$ cat config.mk
export PLATFORM = sky130hd
export DESIGN_NAME = lucas_lehmer_ctrl_flat
export DESIGN_NICKNAME = d
export VERILOG_FILES = /design/src/rtl/lucas_lehmer_ctrl_if.sv /design/src/rtl/lucas_lehmer_ctrl.sv /design/src/flat_wrapper.sv
export SDC_FILE = /design/constraint.sdc
export NUM_CORES = 1
export LEC_CHECK = 0
export BUFFER_PORTS_ARGS = -buffer_cell sky130_fd_sc_hd__buf_2
export CAP_MARGIN = 20
export CORE_AREA = 2 2 223 225
export CTS_CLUSTER_DIAMETER = 30
export DETAILED_ROUTE_END_ITERATION = 8
export DIE_AREA = 0 0 225 227
export GPL_TIMING_DRIVEN = 0
export MAX_ROUTING_LAYER = met4
export PLACE_DENSITY_LB_ADDON = 0.05
export SLEW_MARGIN = 20
export SYNTH_ARGS = -nofsm -noshare
export SYNTH_HDL_FRONTEND = slang
export SYNTH_SLANG_ARGS = --single-unit
$ cat constraint.sdc
create_clock -name sys_clk -period 7.77 [get_ports sys_clk]
set_input_delay 0 -clock sys_clk [delete_from_list [all_inputs] [get_ports sys_clk]]
set_output_delay 0 -clock sys_clk [all_outputs]
set_load 0.005 [all_outputs]
$ cat src/rtl/lucas_lehmer_ctrl_if.sv
// Host-side bundle of the Lucas-Lehmer sequencer: request, abort and result signals.
// The squarer datapath stays on plain ports of the controller.
interface lucas_lehmer_ctrl_if #(
    parameter int BITWIDTH = 32
);
    logic                start;
    logic [7:0]          p_in;
    logic                abort;
    logic                busy;
    logic                done;
    logic                is_prime;
    logic                bad_p;
    logic [BITWIDTH-1:0] residue;
    logic [7:0]          iter;

    modport master (
        output start,
        output p_in,
        output abort,
        input  busy,
        input  done,
        input  is_prime,
        input  bad_p,
        input  residue,
        input  iter
    );

    modport slave (
        input  start,
        input  p_in,
        input  abort,
        output busy,
        output done,
        output is_prime,
        output bad_p,
        output residue,
        output iter
    );
endinterface

$ cat src/rtl/lucas_lehmer_ctrl.sv
// Lucas-Lehmer test sequencer for M = 2^p - 1: drives an external squarer,
// folds each product mod M, subtracts 2 and reports the verdict and residue.
module lucas_lehmer_ctrl #(
    parameter int BITWIDTH   = 32,
    parameter int SQ_LATENCY = 1
) (
    input  logic                  sys_clk,
    input  logic                  sys_rst,
    lucas_lehmer_ctrl_if.slave    host,
    output logic [BITWIDTH-1:0]   sq_x,
    input  logic [2*BITWIDTH-1:0] sq_y
);
    localparam int RW    = 2 * BITWIDTH;
    localparam int CNT_W = $clog2(SQ_LATENCY + 1);

    localparam logic [2:0] S_IDLE  = 3'd0;
    localparam logic [2:0] S_ISSUE = 3'd1;
    localparam logic [2:0] S_WAIT  = 3'd2;
    localparam logic [2:0] S_FOLD1 = 3'd3;
    localparam logic [2:0] S_FOLD2 = 3'd4;
    localparam logic [2:0] S_FIX   = 3'd5;
    localparam logic [2:0] S_DONE  = 3'd6;

    localparam logic [CNT_W-1:0]    LAT     = CNT_W'(SQ_LATENCY);
    localparam logic [CNT_W-1:0]    CNT_ONE = CNT_W'(1);
    localparam logic [BITWIDTH-1:0] ZERO    = BITWIDTH'(0);
    localparam logic [BITWIDTH-1:0] TWO     = BITWIDTH'(2);
    localparam logic [BITWIDTH-1:0] FOUR    = BITWIDTH'(4);
    localparam logic [7:0]          P_MIN   = 8'd3;
    localparam logic [7:0]          P_MAX   = 8'(BITWIDTH);

    // 2^p - 1 built one bit wider so p == BITWIDTH does not overflow.
    function automatic logic [BITWIDTH-1:0] mersenne(input logic [7:0] p);
        logic [BITWIDTH:0] one_sh;
        one_sh = (BITWIDTH + 1)'(1) << p;
        return BITWIDTH'(one_sh - (BITWIDTH + 1)'(1));
    endfunction

    logic [2:0]          state_q, state_d;
    logic [7:0]          p_q, p_d;
    logic [BITWIDTH-1:0] m_q, m_d;
    logic [BITWIDTH-1:0] s_q, s_d;
    logic [RW-1:0]       r_q, r_d;
    logic [CNT_W-1:0]    cnt_q, cnt_d;
    logic [7:0]          iter_q, iter_d;
    logic [BITWIDTH-1:0] sq_x_q, sq_x_d;
    logic                busy_q, busy_d;
    logic                done_q, done_d;
    logic                is_prime_q, is_prime_d;
    logic                bad_p_q, bad_p_d;
    logic [BITWIDTH-1:0] residue_q, residue_d;

    logic [RW-1:0]       m_wide_s;
    logic [RW-1:0]       fold_s;
    logic [RW-1:0]       t_s;
    logic [BITWIDTH-1:0] t_lo_s;
    logic [BITWIDTH-1:0] s_next_s;
    logic                p_ok_s;
    logic                last_s;
    logic                running_s;

    // Datapath helpers for the fold, the final reduction and the loop exit test.
    always_comb begin
        m_wide_s  = {{BITWIDTH{1'b0}}, m_q};
        fold_s    = (r_q & m_wide_s) + (r_q >> p_q);
        t_s       = (r_q >= m_wide_s) ? (r_q - m_wide_s) : r_q;
        t_lo_s    = t_s[BITWIDTH-1:0];
        // t < 2 only happens for t in {0,1}; (M - 2) + t then stays below M.
        s_next_s  = (t_lo_s >= TWO) ? (t_lo_s - TWO) : ((m_q - TWO) + t_lo_s);
        p_ok_s    = (host.p_in >= P_MIN) && (host.p_in <= P_MAX);
        last_s    = ((iter_q + 8'd1) == (p_q - 8'd2));
        running_s = (state_q == S_ISSUE) || (state_q == S_WAIT) ||
                    (state_q == S_FOLD1) || (state_q == S_FOLD2) ||
                    (state_q == S_FIX);
    end

    // Next-state and next-output logic of the sequencer.
    always_comb begin
        state_d    = state_q;
        p_d        = p_q;
        m_d        = m_q;
        s_d        = s_q;
        r_d        = r_q;
        cnt_d      = cnt_q;
        iter_d     = iter_q;
        sq_x_d     = sq_x_q;
        busy_d     = busy_q;
        done_d     = 1'b0;
        is_prime_d = is_prime_q;
        bad_p_d    = bad_p_q;
        residue_d  = residue_q;

        if (host.abort && running_s) begin
            state_d = S_IDLE;
            busy_d  = 1'b0;
        end else begin
            case (state_q)
                S_IDLE: begin
                    if (host.start) begin
                        p_d        = host.p_in;
                        m_d        = mersenne(host.p_in);
                        s_d        = FOUR;
                        iter_d     = 8'd0;
                        is_prime_d = 1'b0;
                        residue_d  = ZERO;
                        if (p_ok_s) begin
                            bad_p_d = 1'b0;
                            busy_d  = 1'b1;
                            state_d = S_ISSUE;
                        end else begin
                            // Rejected runs still report the untouched seed as residue.
                            bad_p_d   = 1'b1;
                            busy_d    = 1'b0;
                            done_d    = 1'b1;
                            residue_d = FOUR;
                            state_d   = S_DONE;
                        end
                    end else begin
                        state_d = S_IDLE;
                    end
                end
                S_ISSUE: begin
                    sq_x_d  = s_q;
                    cnt_d   = LAT;
                    state_d = S_WAIT;
                end
                S_WAIT: begin
                    cnt_d = cnt_q - CNT_ONE;
                    if (cnt_q == CNT_ONE) begin
                        r_d     = sq_y;
                        state_d = S_FOLD1;
                    end else begin
                        state_d = S_WAIT;
                    end
                end
                S_FOLD1: begin
                    r_d     = fold_s;
                    state_d = S_FOLD2;
                end
                S_FOLD2: begin
                    r_d     = fold_s;
                    state_d = S_FIX;
                end
                S_FIX: begin
                    s_d    = s_next_s;
                    iter_d = iter_q + 8'd1;
                    if (last_s) begin
                        busy_d     = 1'b0;
                        done_d     = 1'b1;
                        residue_d  = s_next_s;
                        is_prime_d = (s_next_s == ZERO) && !bad_p_q;
                        state_d    = S_DONE;
                    end else begin
                        state_d = S_ISSUE;
                    end
                end
                S_DONE: begin
                    state_d = S_IDLE;
                end
                default: begin
                    state_d = S_IDLE;
                    busy_d  = 1'b0;
                end
            endcase
        end
    end

    // State and output registers; synchronous reset overrides every input.
    always_ff @(posedge sys_clk) begin
        if (sys_rst) begin
            state_q    <= S_IDLE;
            p_q        <= 8'd0;
            m_q        <= ZERO;
            s_q        <= ZERO;
            r_q        <= {RW{1'b0}};
            cnt_q      <= {CNT_W{1'b0}};
            iter_q     <= 8'd0;
            sq_x_q     <= ZERO;
            busy_q     <= 1'b0;
            done_q     <= 1'b0;
            is_prime_q <= 1'b0;
            bad_p_q    <= 1'b0;
            residue_q  <= ZERO;
        end else begin
            state_q    <= state_d;
            p_q        <= p_d;
            m_q        <= m_d;
            s_q        <= s_d;
            r_q        <= r_d;
            cnt_q      <= cnt_d;
            iter_q     <= iter_d;
            sq_x_q     <= sq_x_d;
            busy_q     <= busy_d;
            done_q     <= done_d;
            is_prime_q <= is_prime_d;
            bad_p_q    <= bad_p_d;
            residue_q  <= residue_d;
        end
    end

    assign sq_x          = sq_x_q;
    assign host.busy     = busy_q;
    assign host.done     = done_q;
    assign host.is_prime = is_prime_q;
    assign host.bad_p    = bad_p_q;
    assign host.residue  = residue_q;
    assign host.iter     = iter_q;
endmodule

$ cat src/flat_wrapper.sv
// flat-port wrapper written by rule: the top's interface ports become plain ports
module lucas_lehmer_ctrl_flat 
#(
    parameter int BITWIDTH   = 32,
    parameter int SQ_LATENCY = 1
)
  (sys_clk, sys_rst, sq_x, sq_y, host_start, host_p_in, host_abort, host_busy, host_done, host_is_prime, host_bad_p, host_residue, host_iter);
  lucas_lehmer_ctrl_if #(.BITWIDTH(BITWIDTH)) host_i ();
  input  logic sys_clk;
  input  logic sys_rst;
  output logic [BITWIDTH-1:0] sq_x;
  input  logic [2*BITWIDTH-1:0] sq_y;
  input wire logic [$bits(host_i.start)-1:0] host_start;
  input wire logic [$bits(host_i.p_in)-1:0] host_p_in;
  input wire logic [$bits(host_i.abort)-1:0] host_abort;
  output wire logic [$bits(host_i.busy)-1:0] host_busy;
  output wire logic [$bits(host_i.done)-1:0] host_done;
  output wire logic [$bits(host_i.is_prime)-1:0] host_is_prime;
  output wire logic [$bits(host_i.bad_p)-1:0] host_bad_p;
  output wire logic [$bits(host_i.residue)-1:0] host_residue;
  output wire logic [$bits(host_i.iter)-1:0] host_iter;
  assign host_i.start = host_start;
  assign host_i.p_in = host_p_in;
  assign host_i.abort = host_abort;
  assign host_busy = host_i.busy;
  assign host_done = host_i.done;
  assign host_is_prime = host_i.is_prime;
  assign host_bad_p = host_i.bad_p;
  assign host_residue = host_i.residue;
  assign host_iter = host_i.iter;
  lucas_lehmer_ctrl #(.BITWIDTH(BITWIDTH), .SQ_LATENCY(SQ_LATENCY)) u_core (.sys_clk(sys_clk), .sys_rst(sys_rst), .host(host_i), .sq_x(sq_x), .sq_y(sq_y));
endmodule
# Word-level counts from Yosys, hierarchy flattened
# Cells that the tools add are included.
# word_totals
register_bits	216
in_bits	76
out_inout_bits	76
mem_bits_ro	0
latch_bits	0
n_memories	0
ram_bits	0
# classes
n_reduce_logical	23
n_shift	2
addsub	9
div_mod_pow	0
eq_ne	10
muxes	29
bitwise_logic	3
n_mul	0
order_cmp	4
# op_table
operator	count
$mux 32	5
$pmux 32 s2	2
$pmux 64 s2	1
$add 64x64->64	1
$and 64x32->64	1
$ge 64x32->1	1
$mux 64	1
$shr 64x8->64	1
$sub 32x2->32 const B	2
$add 32x32->32	1
$ge 32x2->1 const B	1
$logic_not 32->1	1
$shl 1x8->32 const A	1
$sub 32x1->32 const B	1
$sub 32x32->32	1
$pmux 3 s6	1
$pmux 8 s2	1
$mux 3	4
$reduce_and 3->1	4
$eq 3x3->1 const B	3
$mux 1	9
$add 8x1->8 const B	1
$eq 8x8->1	1
$ge 8x2->1 const B	1
other kinds (20)	34

# Longest topological paths before layout
# depth
ltp_word	8
depth_mapped	32
depth_no_buf	29

# Worst setup path before layout
# OpenSTA, ideal clock, no wires.
# synth_timing
kind	flip-flop to flip-flop
start	reg u_core.r_q[0]
end	reg u_core.is_prime_q (netlist: u_core.host.is_prime)
period_less_slack_ps	6863
t_arrival_ps	6779
setup_slack_ps	907
t_required_ps	7686
setup_time_ps	84
stages_incl_launch_ff	31
path_cell_list	dfxtp_1 -> inv_1 -> ha_1 -> inv_1 -> fa_1 -> a211oi_2 -> o21ai_4 -> nand3_1 -> a211o_1 -> nand2_1 -> buf_2 -> buf_1 -> buf_2 -> buf_1 -> mux2i_1 -> nand2_1 -> ha_1 -> a211oi_1 -> o21ai_0 -> a221o_1 -> a21oi_1 -> a21oi_1 -> a41oi_1 -> o21bai_1 -> a41o_1 -> xnor2_1 -> nand2_1 -> a311o_1 -> a2111oi_2 -> nand4_1 -> o31ai_2
# synth_between
elab_chain_len	8
# synth_lines
element	line	text
start: declaration	lucas_lehmer_ctrl.sv:43	logic [RW-1:0] r_q, r_d;
start signal: assignment	lucas_lehmer_ctrl.sv:175	r_q <= {RW{1'b0}};
start signal: assignment	lucas_lehmer_ctrl.sv:189	r_q <= r_d;
$ge 64x32->1 / $sub 32x32->32 (equally long branches)	lucas_lehmer_ctrl.sv:66	t_s = (r_q >= m_wide_s) ? (r_q - m_wide_s) : r_q;
$mux 32 (*)	lucas_lehmer_ctrl.sv:66	
$add 32x32->32 (tied with other cells)	lucas_lehmer_ctrl.sv:69	s_next_s = (t_lo_s >= TWO) ? (t_lo_s - TWO) : ((m_q - TWO) + t_lo_s);
$mux 32 (*)	lucas_lehmer_ctrl.sv:69	
$logic_not 32->1 (*)	lucas_lehmer_ctrl.sv:151	is_prime_d = (s_next_s == ZERO) && !bad_p_q;
$logic_and 1x1->1 (*)	lucas_lehmer_ctrl.sv:151	
$mux 1 (*)	lucas_lehmer_ctrl.sv:147	if (last_s) begin
$pmux 1 s2 (*)	lucas_lehmer_ctrl.sv:97	case (state_q)
end signal: assignment	lucas_lehmer_ctrl.sv:195	is_prime_q <= is_prime_d;
end: declaration	lucas_lehmer_ctrl.sv:49	logic is_prime_q, is_prime_d;
# Every way passes the cells marked *; elsewhere a longest branch is shown, timed or not. The select of a mux whose other input is x is not followed.
# A chain may end at the register's enable or synchronous reset.

# Worst setup path after layout
# layout_timing
start	reg u_core.p_q[2]
end	reg u_core.r_q[50]
# layout_between
elab_chain_len	3
# layout_lines
element	line	text
start: declaration	lucas_lehmer_ctrl.sv:40	logic [7:0] p_q, p_d;
start signal: assignment	lucas_lehmer_ctrl.sv:186	p_q <= p_d;
$shr 64x8->64	lucas_lehmer_ctrl.sv:65	fold_s = (r_q & m_wide_s) + (r_q >> p_q);
$add 64x64->64	lucas_lehmer_ctrl.sv:65	
$pmux 64 s2	lucas_lehmer_ctrl.sv:97	
# No other way between the ends.

==> results.ini <==
[status]
run_status=finished clean

[place]
dp_hpwl_um=80000
pre_cts_setup_slack_ns=-0.961
numPortBuffers=147
placedInstanceArea_mm2=0.0232
place.gp.congestion=1.04

[cts]
cts.root.buffer_cell=sky130_fd_sc_hd__clkbuf_16
ctsLongestPathBuffers=3
tritoncts=built
cts_max_level=2
tritoncts.num_buffers=56
cts.sinks=216
insertion_delay_of_the_later_clocked_pin_in_the_worst_skew_pair_ns=0.63
clock_slew_seen_by_the_registers_of_the_worst_setup_and_hold_paths_ns=0.05

[floorplan]
initial_utilization_pct=44.7
row_count=81
chipWidth_um=225
die_y_um=227
design.die.area_mm2=0.0511
core_area_mm2=0.0485
io_pins=152

[timing]
tightest_slew_ns=1.19
finalHoldViolCount=0
rsz0062_at_grt=false
maxClockFrequency_ghz=0.135
max_slew_margin_pct=20.8
timing.final.crit_share_pct=95.5
clock_skew_ns=0.0685
tns_ns=0
report.final.slew_viol_count=0
setup_slack_ns=0.351
setup_viol_count_final=0
finalCriticalPeriod_ns=7.42

[global_routing]
grt_start_max_net_pins=20
track_usage_pct=39.4
number_of_global_route_vias_before_repair=22600
grt_first_pass_wirelength_um=146000
overflow=0
initial_antenna_violation_count=3

[pwr]
vdd_ir_drop_max_v=0.000285
power_density_mw_per_mm2=412
report.power.total_mw=10.7
total_leakage_power_nw=10.7

[worst_setup_path]
worst-path-max-fanout=10
critPathRequiredTime_ns=8.22
worst-r2r-setup-slack_ns=0.35
crit_path_end=u_core.r_q[50]$_SDFFE_PP0P_
endpoint_of_the_worst_slack_reg_to_reg_timing_path=u_core.r_q[50]$_SDFFE_PP0P_
worst-setup-path-type=reg -> reg
crit_path_start_kind=register
worstRegToRegCells=26
critPathLaunch=u_core.p_q[2]$_SDFFE_PP0P_
worst_r2r_startpoint=u_core.p_q[2]$_SDFFE_PP0P_
worst_ep_arrival_time_ns=7.86
worst_setup_path_end_kind=register

[run]
max_cap_violations=0

[synthesis]
ys.warnings.count=0
synth_cell_types=102
netlist_instances=2935
synth_largest_type_area_fraction_pct=19.9
synth_largest_area_cell=sky130_fd_sc_hd__dfxtp_1
synth_seq_cells=216
mapped_cell_area_mm2=0.0217
synthTopCellsByArea=sky130_fd_sc_hd__dfxtp_1 (20%), sky130_fd_sc_hd__ha_1 (7.9%), sky130_fd_sc_hd__a21oi_1 (6.8%)
avgSynthCellArea_um2=7.40
syn-num-nets=3151
synth_edf_count=0
synthFlopType=sky130_fd_sc_hd__dfxtp_1
yosysSeqAreaShare_pct=19.9
postSynth.asyncResetShare_pct=0

[drt]
detailedRoute.firstIterationViolations=2768
vias=24600
route.detailed.drc=0
final_antenna_net_count=0
totalWireLength_um=100000
routedWlPerCell_um=25.9
detail_route.vias_per_cell=6.35
drt_pre_antenna_iters=6

[cells_and_area]
final_util_pct=53.7
syn_to_final_growth_pct=20.1
final_cell_area_mm2=0.0261
nets=3423
layout-drive-gt1-share_pct=13.5

[worst_hold_path]
hp-class=in -> reg

## area by class of cell
class,count,area (um^2)
inverters,96,360
clock inverters,37,498
clock buffers,69,1530
fillers,4744,22500
plain buffers,186,779
well taps,622,778
multi-input cells,2430,16300
repair buffers,221,1490
flip-flops and latches,216,4330
diodes,3,7.51
## per-stage QoR
step	std cells	hold slack [ns]
2_1_floorplan	2935	0.136
3_3_place_gp	3704	0.269
3_5_place_dp	3704	0.276
4_1_cts	3883	0.0285
5_1_grt	3879	0.119
6_report	3880	0.0749
## flip-flops by register name (all words and copies together), names as in the netlist, 3 cells and up
register and cells:
u_core.s_q 32, u_core.host.iter 8, u_core.sq_x 32, u_core.state_q 3, u_core.r_q 64, u_core.p_q 8, u_core.m_q 32, u_core.host.residue 32
## timing repair
item | in CTS | in global routing
hold buffers | 73 | 0
resized for setup | 11 | 32
setup buffers | 1 | 0
hold endpoints to repair | 83 | 0
pin swaps | 1 | 0
endpoints found under the setup margin | 40 | 44
## kinds of logic (layout without fill, tap and decap cells)
kind of cell,count (synthesis),after routing,share of synthesized area [%]
compound gates,807,807,24.3
xor+xnor,156,156,6.33
fa+ha+maj,140,140,8.17
buf+inv,289,609,5.25
flops,216,216,19.9
mux,202,202,12.3
other cells,0,3,0
simple gates,1125,1125,23.7
## layout by cell type, fill, tap and decap left out, types with 25 or more instances in the layout
| cell type | n |
|---|---|
| sky130_fd_sc_hd__a31oi_1 | 31 |
| sky130_fd_sc_hd__dfxtp_1 | 212 |
| sky130_fd_sc_hd__or3_1 | 25 |
| sky130_fd_sc_hd__clkbuf_1 | 129 |
| sky130_fd_sc_hd__inv_1 | 93 |
| sky130_fd_sc_hd__mux4_2 | 49 |
| sky130_fd_sc_hd__nand2_1 | 395 |
| sky130_fd_sc_hd__dlygate4sd3_1 | 73 |
| sky130_fd_sc_hd__mux2i_1 | 127 |
| sky130_fd_sc_hd__a21oi_1 | 297 |
| sky130_fd_sc_hd__nor2_1 | 358 |
| sky130_fd_sc_hd__nor3_1 | 68 |
| sky130_fd_sc_hd__a211oi_1 | 71 |
| sky130_fd_sc_hd__clkbuf_16 | 56 |
| sky130_fd_sc_hd__xor2_1 | 61 |
| sky130_fd_sc_hd__a21o_1 | 42 |
| sky130_fd_sc_hd__o21ai_0 | 127 |
| sky130_fd_sc_hd__xnor2_1 | 94 |
| sky130_fd_sc_hd__ha_1 | 136 |
| sky130_fd_sc_hd__buf_2 | 175 |
| sky130_fd_sc_hd__nand3_1 | 72 |
| sky130_fd_sc_hd__nand2b_1 | 36 |
## metal layers
layer	GRT usage (%)	vias to the layer above	wire [um]
met5	-	-	0
met1	54.3	11900	44800
met3	7.68	240	9750
li1	-	11200	-
met2	55.8	1387	41200
met4	17.0	0	4620
## cell usage after synthesis, types with 28 or more instances
cell and number:
sky130_fd_sc_hd__xnor2_1 94, sky130_fd_sc_hd__mux2i_1 128, sky130_fd_sc_hd__nor3_1 69, sky130_fd_sc_hd__nand3_1 72, sky130_fd_sc_hd__nor2_1 359, sky130_fd_sc_hd__a211oi_1 74
sky130_fd_sc_hd__a21oi_1 297, sky130_fd_sc_hd__o21ai_0 129, sky130_fd_sc_hd__nand2_1 396, sky130_fd_sc_hd__a21o_1 42, sky130_fd_sc_hd__a31oi_1 31, sky130_fd_sc_hd__ha_1 137
sky130_fd_sc_hd__buf_2 28, sky130_fd_sc_hd__inv_1 93, sky130_fd_sc_hd__dfxtp_1 216, sky130_fd_sc_hd__mux4_2 49, sky130_fd_sc_hd__nand2b_1 36, sky130_fd_sc_hd__clkbuf_1 136
sky130_fd_sc_hd__xor2_1 61
## worst min-delay path by stage
stage	start	endpoint	slack [ns]	cells after the start
finish	sys_rst	u_core.host.is_prime$_SDFFE_PP0P_	0.07	8
global route	sys_rst	u_core.host.is_prime$_SDFFE_PP0P_	0.12	8
CTS	sys_rst	u_core.host.is_prime$_SDFFE_PP0P_	0.03	8
detailed placement	sq_y[10]	u_core.r_q[10]$_SDFFE_PP0P_	0.28	3
global placement	sq_y[29]	u_core.r_q[29]$_SDFFE_PP0P_	0.27	3
floorplan	host_p_in[6]	u_core.p_q[6]$_SDFFE_PP0P_	0.14	2
## report_power, final
group	switching (mW)	internal [mW]	total, mW
clock	0.779	1.67	2.45
combinational	4.32	2.57	6.89
sequential	0.208	1.20	1.40
total	5.31	5.43	10.7
## worst max-delay path, cell delays in order, from the launching register on
cell and delay (ns):
sky130_fd_sc_hd__dfxtp_1 0.29, sky130_fd_sc_hd__buf_2 0.19, sky130_fd_sc_hd__inv_1 0.21, sky130_fd_sc_hd__buf_2 0.34
sky130_fd_sc_hd__buf_2 0.34, sky130_fd_sc_hd__buf_2 0.36, sky130_fd_sc_hd__clkbuf_2 0.36, sky130_fd_sc_hd__clkbuf_2 0.34
sky130_fd_sc_hd__nor2_1 0.09, sky130_fd_sc_hd__a211oi_1 0.31, sky130_fd_sc_hd__nor4b_1 0.12, sky130_fd_sc_hd__a2111o_1 0.41
sky130_fd_sc_hd__fa_1 0.44, sky130_fd_sc_hd__nor2b_1 0.19, sky130_fd_sc_hd__o21a_1 0.15, sky130_fd_sc_hd__o21ai_0 0.12
sky130_fd_sc_hd__a31o_2 0.31, sky130_fd_sc_hd__a2111o_1 0.41, sky130_fd_sc_hd__a211o_1 0.32, sky130_fd_sc_hd__a31oi_1 0.32
sky130_fd_sc_hd__o31a_1 0.23, sky130_fd_sc_hd__o31a_1 0.37, sky130_fd_sc_hd__nand2_1 0.21, sky130_fd_sc_hd__nor4_1 0.31
sky130_fd_sc_hd__xor2_1 0.12, sky130_fd_sc_hd__a221oi_1 0.30, sky130_fd_sc_hd__nor3_1 0.09
(Power assumes the default switching activity.)
